### src/rtl/icache_direct.sv
// Direct-mapped read-only instruction cache with whole-line fill from backing memory.
// Optional hit/miss counters are enabled by defining ICACHE_STATS_EN.
module icache_direct #(
  parameter int unsigned LINES          = 16,
  parameter int unsigned WORDS_PER_LINE = 4
) (
  input  logic        clock,
  input  logic        reset,
  input  logic [31:0] pc_f,
  input  logic        invalidate,
  output logic [31:0] instruction_f,
  output logic        icache_stall,
  output logic        mem_req,
  output logic [31:0] mem_addr,
  input  logic        mem_ready,
  input  logic [31:0] mem_rdata
`ifdef ICACHE_STATS_EN
  ,
  output logic [31:0] hit_count,
  output logic [31:0] miss_count
`endif
);

  localparam int unsigned IDX_W = $clog2(LINES);
  localparam int unsigned OFF_W = $clog2(WORDS_PER_LINE);
  localparam int unsigned TAG_W = 32 - IDX_W - OFF_W - 2;

  typedef enum logic [1:0] {StIdle, StFill, StCommit} state_e;

  state_e             state_q;
  logic [LINES-1:0]   valid_q;
  logic [TAG_W-1:0]   tag_q  [LINES];
  logic [31:0]        data_q [LINES][WORDS_PER_LINE];
  logic [TAG_W-1:0]   fill_tag_q;
  logic [IDX_W-1:0]   fill_index_q;
  logic [OFF_W-1:0]   beat_q;
  logic               inv_seen_q;
  logic               mem_req_q;
  logic [31:0]        mem_addr_q;

  logic [TAG_W-1:0]   pc_tag;
  logic [IDX_W-1:0]   pc_index;
  logic [OFF_W-1:0]   pc_offset;
  logic [OFF_W-1:0]   beat_inc;
  logic               last_beat;
  logic               hit;
  logic               unused_pc;

  assign pc_tag    = pc_f[31 -: TAG_W];
  assign pc_index  = pc_f[OFF_W+2 +: IDX_W];
  assign pc_offset = pc_f[2 +: OFF_W];
  assign unused_pc = ^pc_f[1:0];

  assign beat_inc  = beat_q + OFF_W'(1);
  assign last_beat = (beat_q == OFF_W'(WORDS_PER_LINE - 1));

  assign hit           = (state_q == StIdle) && valid_q[pc_index] && (tag_q[pc_index] == pc_tag);
  assign icache_stall  = !hit;
  assign instruction_f = (state_q == StIdle) ? data_q[pc_index][pc_offset] : '0;
  assign mem_req       = mem_req_q;
  assign mem_addr      = mem_addr_q;

  always_ff @(posedge clock or posedge reset) begin
    if (reset) begin
      state_q      <= StIdle;
      valid_q      <= '0;
      fill_tag_q   <= '0;
      fill_index_q <= '0;
      beat_q       <= '0;
      inv_seen_q   <= 1'b0;
      mem_req_q    <= 1'b0;
      mem_addr_q   <= '0;
    end else begin
      unique case (state_q)
        StIdle: begin
          if (!hit) begin
            state_q      <= StFill;
            fill_tag_q   <= pc_tag;
            fill_index_q <= pc_index;
            beat_q       <= '0;
            mem_req_q    <= 1'b1;
            mem_addr_q   <= {pc_tag, pc_index, {OFF_W{1'b0}}, 2'b00};
          end
        end
        StFill: begin
          if (mem_ready) begin
            beat_q <= beat_inc;
            if (last_beat) begin
              state_q   <= StCommit;
              mem_req_q <= 1'b0;
            end else begin
              mem_addr_q <= {fill_tag_q, fill_index_q, beat_inc, 2'b00};
            end
          end
        end
        StCommit: begin
          valid_q[fill_index_q] <= !inv_seen_q;
          inv_seen_q            <= 1'b0;
          state_q               <= StIdle;
        end
        default: state_q <= StIdle;
      endcase
      // A flush must also win over the line being committed this cycle.
      if (invalidate) begin
        valid_q <= '0;
        if (state_q == StFill) inv_seen_q <= 1'b1;
      end
    end
  end

  // Tag and data storage carry no reset; valid bits alone gate hits.
  always_ff @(posedge clock) begin
    if (state_q == StFill && mem_ready) data_q[fill_index_q][beat_q] <= mem_rdata;
    if (state_q == StCommit) tag_q[fill_index_q] <= fill_tag_q;
  end

`ifdef ICACHE_STATS_EN
  logic [31:0] hit_count_q;
  logic [31:0] miss_count_q;

  always_ff @(posedge clock or posedge reset) begin
    if (reset) begin
      hit_count_q  <= '0;
      miss_count_q <= '0;
    end else begin
      if (hit && hit_count_q != '1) hit_count_q <= hit_count_q + 32'd1;
      if (state_q == StIdle && !hit && miss_count_q != '1) miss_count_q <= miss_count_q + 32'd1;
    end
  end

  assign hit_count  = hit_count_q;
  assign miss_count = miss_count_q;
`endif

endmodule

### config.mk
export PLATFORM = sky130hd
export DESIGN_NAME = icache_direct
export DESIGN_NICKNAME = d
export VERILOG_FILES = /design/src/rtl/icache_direct.sv
export SDC_FILE = /design/constraint.sdc
export NUM_CORES = 2
export LEC_CHECK = 0
export CAP_MARGIN = 20
export CORE_MARGIN = 4
export CORE_UTILIZATION = 56
export DETAILED_ROUTE_END_ITERATION = 16
export PLACE_DENSITY = 0.8
export SYNTH_ARGS = -nofsm -noshare
export SYNTH_HDL_FRONTEND = slang
export SYNTH_SLANG_ARGS = --single-unit
### constraint.sdc
create_clock -name clock -period 3.8 [get_ports clock]
set_input_delay 0.38 -clock clock [delete_from_list [all_inputs] [get_ports clock]]
set_output_delay 0.38 -clock clock [all_outputs]
set_load 0.005 [all_outputs]
* Yosys cells after proc, flatten, opt, wreduce, memory -nomap -nowiden
Memory sizes are Yosys's and may differ from the RTL's.
Cells that the tools add are included.
** Cells by class
- Bitwise logic cells :: 3
- Add/sub/neg operators :: 1
- Eq/ne operators :: 8
- Reduce and logical (&&, ||, !) cells :: 15
- Order comparisons :: 6
- Multiplexer cells :: 35
** Operator list (number)
- $mux 32 :: 7
- $mux 128 :: 1
- $bmux 32 s2 :: 1
- $demux 32 s2 :: 1
- $pmux 32 s2 :: 1
- $mux 16 :: 2
- $eq 24x24->1 :: 1
- $bwmux 16 :: 1
- $mux 1 :: 11
- $lt 4x5->1 const B :: 2
- $mux 2 :: 5
- $ne 2x2->1 const B :: 4
- $pmux 2 s2 :: 2
- $reduce_and 4->1 :: 2
- $ge 3x3->1 const B :: 2
- $not 2->3 :: 2
- $reduce_and 3->1 :: 2
- $logic_and 1x1->1 :: 5
- $bmux 1 s4 :: 1
- $demux 1 s4 :: 1
- $eq 2x2->1 const B :: 2
- $ge 4x1->1 const B :: 1
- $reduce_bool 2->1 :: 2
- $lt 3x1->1 const B :: 1
- other kinds (7) :: 8
** Word-level totals
- Output and inout bits :: 66
- Word-level logic and storage cells :: 78
- Memory bits (writable) :: 2432
- Input bits :: 68
- Register bits :: 82
- Memories :: 2
** Memory list
- data_q :: depth 16, width 128, rd ports 1, clocked after Yosys merged registers in 0, wr ports 1, line 33 : logic [31:0] data_q [LINES][WORDS_PER_LINE];
- tag_q :: depth 16, width 24, rd ports 1, clocked after Yosys merged registers in 0, wr ports 1, line 32 : logic [TAG_W-1:0] tag_q [LINES];

* Logic depth before layout (Yosys ltp)
- Depth after elaboration :: 7
- Depth in mapped cells :: 13

* Worst setup path before layout
OpenSTA, ideal clock, no wires.
- Kind :: input -> output
- Start point :: input pc_f[4]
- End point :: output instruction_f[12]
- Stages on the path :: 12
- Arrival :: 3.317 ns
- Slack :: 0.103 ns
- Path buffers :: 8
- Data required time :: 3.420 ns
- Cells stage by stage :: buf_6 buf_6 buf_4 buf_6 buf_4 buf_2 buf_2 buf_2 mux4_2 mux4_2 a211oi_1 a211oi_1
** On the way
- Longest elaborated chain between the ends :: 5
** Ends and longest elaborated chain
- start: declaration :: line 9 : input logic [31:0] pc_f,
- $mem_v2 16x128
- $bmux 32 s2 :: line 59 : assign instruction_f = (state_q == StIdle) ? data_q[pc_index][pc_offset] : '0;
- $mux 32 (not written as such) (2 in series) :: line 59
- $mux 32 :: line 59
- end: declaration :: line 11 : output logic [31:0] instruction_f,
Every way passes these cells. The select of a mux whose other input is x is not followed.

* Worst setup path after layout
- Start point :: memory tag_q[12][2] (netlist name)
- End point :: output icache_stall
** On the way
- Longest elaborated chain between the ends :: 4
** Ends and longest elaborated chain
- start: declaration :: line 32
- $mem_v2 16x24
- $eq 24x24->1 :: line 57 : assign hit = (state_q == StIdle) && valid_q[pc_index] && (tag_q[pc_index] == pc_tag);
- $logic_and 1x1->1 :: line 57
- $logic_not 1->1
- end: declaration :: line 12 : output logic icache_stall,
Every way passes these cells.

==> summary.txt <==
Status
  • Outcome: finished with violations
  • Violated checks: negative setup slack

Worst setup path
  • Kind of launch point of the worst setup path: flop
  • Launching instance or port of the critical path: tag_q[12][2]
  • Critical Path Fanout Max: 2
  • Endpoint required time on the critical path: 3.42 ns
  • Critical Path AT: 3.43 ns
  • CP Class: reg2out
  • Critical path endpoint category: output pin
  • Startpoint of the worst register-to-register path: tag_q[14][9]

Die
  • Number of rows in the core area: 152
  • Core Box Area: 0.172 sq mm
  • Die X-Extent: 424 um
  • Number of top-level pins: 134
  • Chip height: 424 um
  • Effective utilization at floorplan: 0.564
  • Die footprint: 0.180 sq mm

Timing
  • Final-report setup violation count: 1
  • Crit path setup slack, layout: -0.00689 ns
  • Slew @ Worst Pin: 1.08 ns
  • Setup repair after global routing missed its margin: true
  • Number of pins exceeding their max-slew limit in the final report: 0
  • Worst rel slew slack: 0.280
  • Achievable frequency: 263 MHz
  • Final count of hold timing violations: 0
  • Clock skew after layout: 0.0493 ns
  • Min Clock Period, post-route: 3.81 ns
  • Share of the clock period used by the worst path after layout: 1.00

Logic synthesis
  • Gate count after technology mapping: 4072
  • Largest area contributor in the synthesized netlist: sky130_fd_sc_hd__edfxtp_1
  • Area fraction of the dominant cell type after synthesis: 0.754
  • Cell area after synthesis: 0.0968 sq mm
  • Syn. warnings: 0
  • Top cells by area in the synthesized netlist: sky130_fd_sc_hd__edfxtp_1 (75%), sky130_fd_sc_hd__mux4_2 (17%), sky130_fd_sc_hd__dfrtp_1 (2.1%)
  • Post-synth EDFFs: 2432
  • Synthesized area per cell: 23.8 sq um
  • Sequential share of the synthesized area: 0.775
  • Yosys cell types: 54
  • Leading register cell type out of synthesis: sky130_fd_sc_hd__edfxtp_1
  • Synthesized flop and latch total: 2512
  • Post-synthesis async set-or-reset flop share: 0.0318

Route
  • Via count: 49400
  • Overall routed net length: 271000 um
  • First-pass DRT Iterations: 6
  • Antenna viol nets, final: 0
  • Number of remaining DRC errors: 0
  • Iteration-0 DRC Markers: 8157
  • Mean number of vias per cell: 7.00
  • Post-DR wirelength/cell: 38.4 um

Layout
  • Commonest cells after routing, fill and taps aside: sky130_fd_sc_hd__edfxtp_1 (2432), sky130_fd_sc_hd__mux4_2 (728), sky130_fd_sc_hd__clkbuf_16 (230)
  • Final-layout fill cell count: 9911
  • Most common cell after layout, fill and taps aside: sky130_fd_sc_hd__edfxtp_1
  • Synthesis-to-finish area growth: 15.7%
  • Post-route cell area: 0.112 sq mm
  • Fraction of final layout cells with drive strength greater than 1: 0.331
  • Number of nets in the finished design: 4622

Pwr
  • Max IR drop VDD: 0.000496 V
  • Power density over cell area: 550 mW/mm^2
  • Total power: 0.0616 W
  • Leakage dissipation: 35.4 nW

Hold path
  • Worst Hold Launch: mem_rdata[21]
  • Hold Path Class: in2reg

Global route
  • Vias in the first global route: 50700
  • Initial antenna violation count: 17
  • Maximum number of pins on one net before global-route repair: 65
  • Grt total ovfl: 0
  • First-pass GRT wire length: 383000 um
  • Global Route Usage Sum: 0.304

Clock network
  • Max Root-Sink Buffers: 3
  • CTS tree: done
  • Root cell of the clock tree: sky130_fd_sc_hd__clkbuf_16
  • CTS clk-pin slew, worst paths: 0.07 ns
  • Sinks on Clock Net: 2512
  • Clock latency of the later-clocked register in the worst-skew pair: 0.88 ns
  • Clock buffers created by TritonCTS: 226
  • Maximum level of the CTS H-tree: 4

Place
  • Placed instance area: 0.104 sq mm
  • Port bufs: 129
  • GPL Wtd Cong: 0.794
  • DPL Wire Length: 137000 um
  • Post-Place Worst Slack: -0.291 ns

Flow run
  • Max-Cap Viols: 0
cells in the mapped netlist (4+ instances only):
cell                        count
sky130_fd_sc_hd__and2_1        27
sky130_fd_sc_hd__a221oi_1       6
sky130_fd_sc_hd__buf_6          8
sky130_fd_sc_hd__mux2i_1       78
sky130_fd_sc_hd__a311oi_1       8
sky130_fd_sc_hd__xnor2_1       19
sky130_fd_sc_hd__o21ai_0       22
sky130_fd_sc_hd__inv_1          5
sky130_fd_sc_hd__o22ai_1        4
sky130_fd_sc_hd__buf_1          8
sky130_fd_sc_hd__nor2b_1       19
sky130_fd_sc_hd__nand4_1        6
sky130_fd_sc_hd__ha_1           4
sky130_fd_sc_hd__buf_2         87
sky130_fd_sc_hd__a211o_1        4
sky130_fd_sc_hd__a2111oi_0      5
sky130_fd_sc_hd__xor2_1         7
sky130_fd_sc_hd__nand2b_1       9
sky130_fd_sc_hd__clkbuf_1     112
sky130_fd_sc_hd__edfxtp_1    2432
sky130_fd_sc_hd__a22oi_1       15
sky130_fd_sc_hd__nand3_1       17
sky130_fd_sc_hd__nand2_1       71
sky130_fd_sc_hd__nor4_1         4
sky130_fd_sc_hd__a21oi_1       19
sky130_fd_sc_hd__buf_4         11
sky130_fd_sc_hd__dfrtp_1       80
sky130_fd_sc_hd__mux2_2        37
sky130_fd_sc_hd__nor2_1        94
sky130_fd_sc_hd__mux2_1        55
sky130_fd_sc_hd__nor4b_1        4
sky130_fd_sc_hd__mux4_2       728
sky130_fd_sc_hd__and4_1         4
sky130_fd_sc_hd__a211oi_1      35
stage by stage:
stage / instances / util / hold WS, ns / TNS (ns)
after floorplan: 4073 / - / 0.474 / 0
after global placement: 6582 / 0.605 / 0.469 / -12.37
after detailed placement: 6582 / 0.605 / 0.469 / -10.86
after CTS: 6998 / 0.648 / 0.179 / -0.265
after global routing: 7046 / 0.652 / 0.0596 / -0.203
final: 7050 / 0.652 / 0.0406 / -0.00689
logic make-up after synthesis:
logic type | count (synthesis) | share of synthesized area
flops | 2512 | 0.775
mux | 898 | 0.188
simple gates | 257 | 0.0124
buf+inv | 233 | 0.0112
compound gates | 141 | 0.0106
xor+xnor | 26 | 0.00235
fa+ha+maj | 4 | 0.000517
other cells | 1 | 0.0000387
final timing paths:
path | to | slack [ns] | cells past startpoint
worst max-delay path | icache_stall | -0.007 | 9
worst min-delay path | data_q[7][21] | 0.04 | 1
worst max register to register | fill_tag_q[19] | 0.22 | 12
worst min register to register | mem_addr[18] | 0.49 | 1
max in group asynchronous | mem_addr[22] | 2.46 | 4
min in group asynchronous | mem_addr[30] | 0.51 | 3
per-layer routing:
metal / track usage / up-vias / wire [um]
met5: 0 / - / 127
met4: 0.166 / 18 / 17200
met3: 0.0772 / 963 / 34100
met2: 0.488 / 4422 / 133000
met1: 0.385 / 25600 / 85700
li1: - / 18400 / -
power by group:
part / internal, W / switching (W) / leakage, nW
Sequential: 0.0320 / 0.00103 / 22.8
Clock: 0.0123 / 0.0102 / 3.50
Combinational: 0.00254 / 0.00353 / 9.09
area by class of cell:
| type | count | area (sq um) | share of cell area |
|---|---|---|---|
| Timing Repair Buffer | 475 | 5310 | 0.0474 |
| Inverter | 7 | 27.5 | 0.000246 |
| Sequential cell | 2512 | 75000 | 0.670 |
| Antenna cell | 5 | 12.5 | 0.000112 |
| Multi-Input combinational cell | 1328 | 21500 | 0.192 |
| Clock inverter | 119 | 1110 | 0.00993 |
| Tap cell | 2310 | 2890 | 0.0258 |
| Clock buffer | 294 | 6100 | 0.0544 |
state kept, by name (all words and copies together) (netlist names):
signal        count
mem_addr         30
tag_q           384
beat_q            2
data_q         2048
inv_seen_q        1
valid_q          16
state_q           2
fill_index_q      4
fill_tag_q       24
mem_req           1
critical path, cell delays in order, from the launching register on:
cell and delay (ns):
sky130_fd_sc_hd__edfxtp_1 0.37, sky130_fd_sc_hd__mux4_2 0.47, sky130_fd_sc_hd__nor4b_1 0.26, sky130_fd_sc_hd__a2111oi_0 0.14, sky130_fd_sc_hd__nand3_1 0.11, sky130_fd_sc_hd__nand4_1 0.27, sky130_fd_sc_hd__buf_4 0.26, sky130_fd_sc_hd__a2111oi_4 0.38
sky130_fd_sc_hd__nand3_2 0.15, sky130_fd_sc_hd__buf_2 0.16
what timing repair did:
item                                   CTS  global route
setup buffers                            1             0
setup endpoints to repair               33             6
gates cloned                             1             0
gates resized for setup                 69            11
endpoints found under the hold margin   29           155
pin swaps                               14             6
hold buffers                             1            21
(Power assumes the default switching activity.)
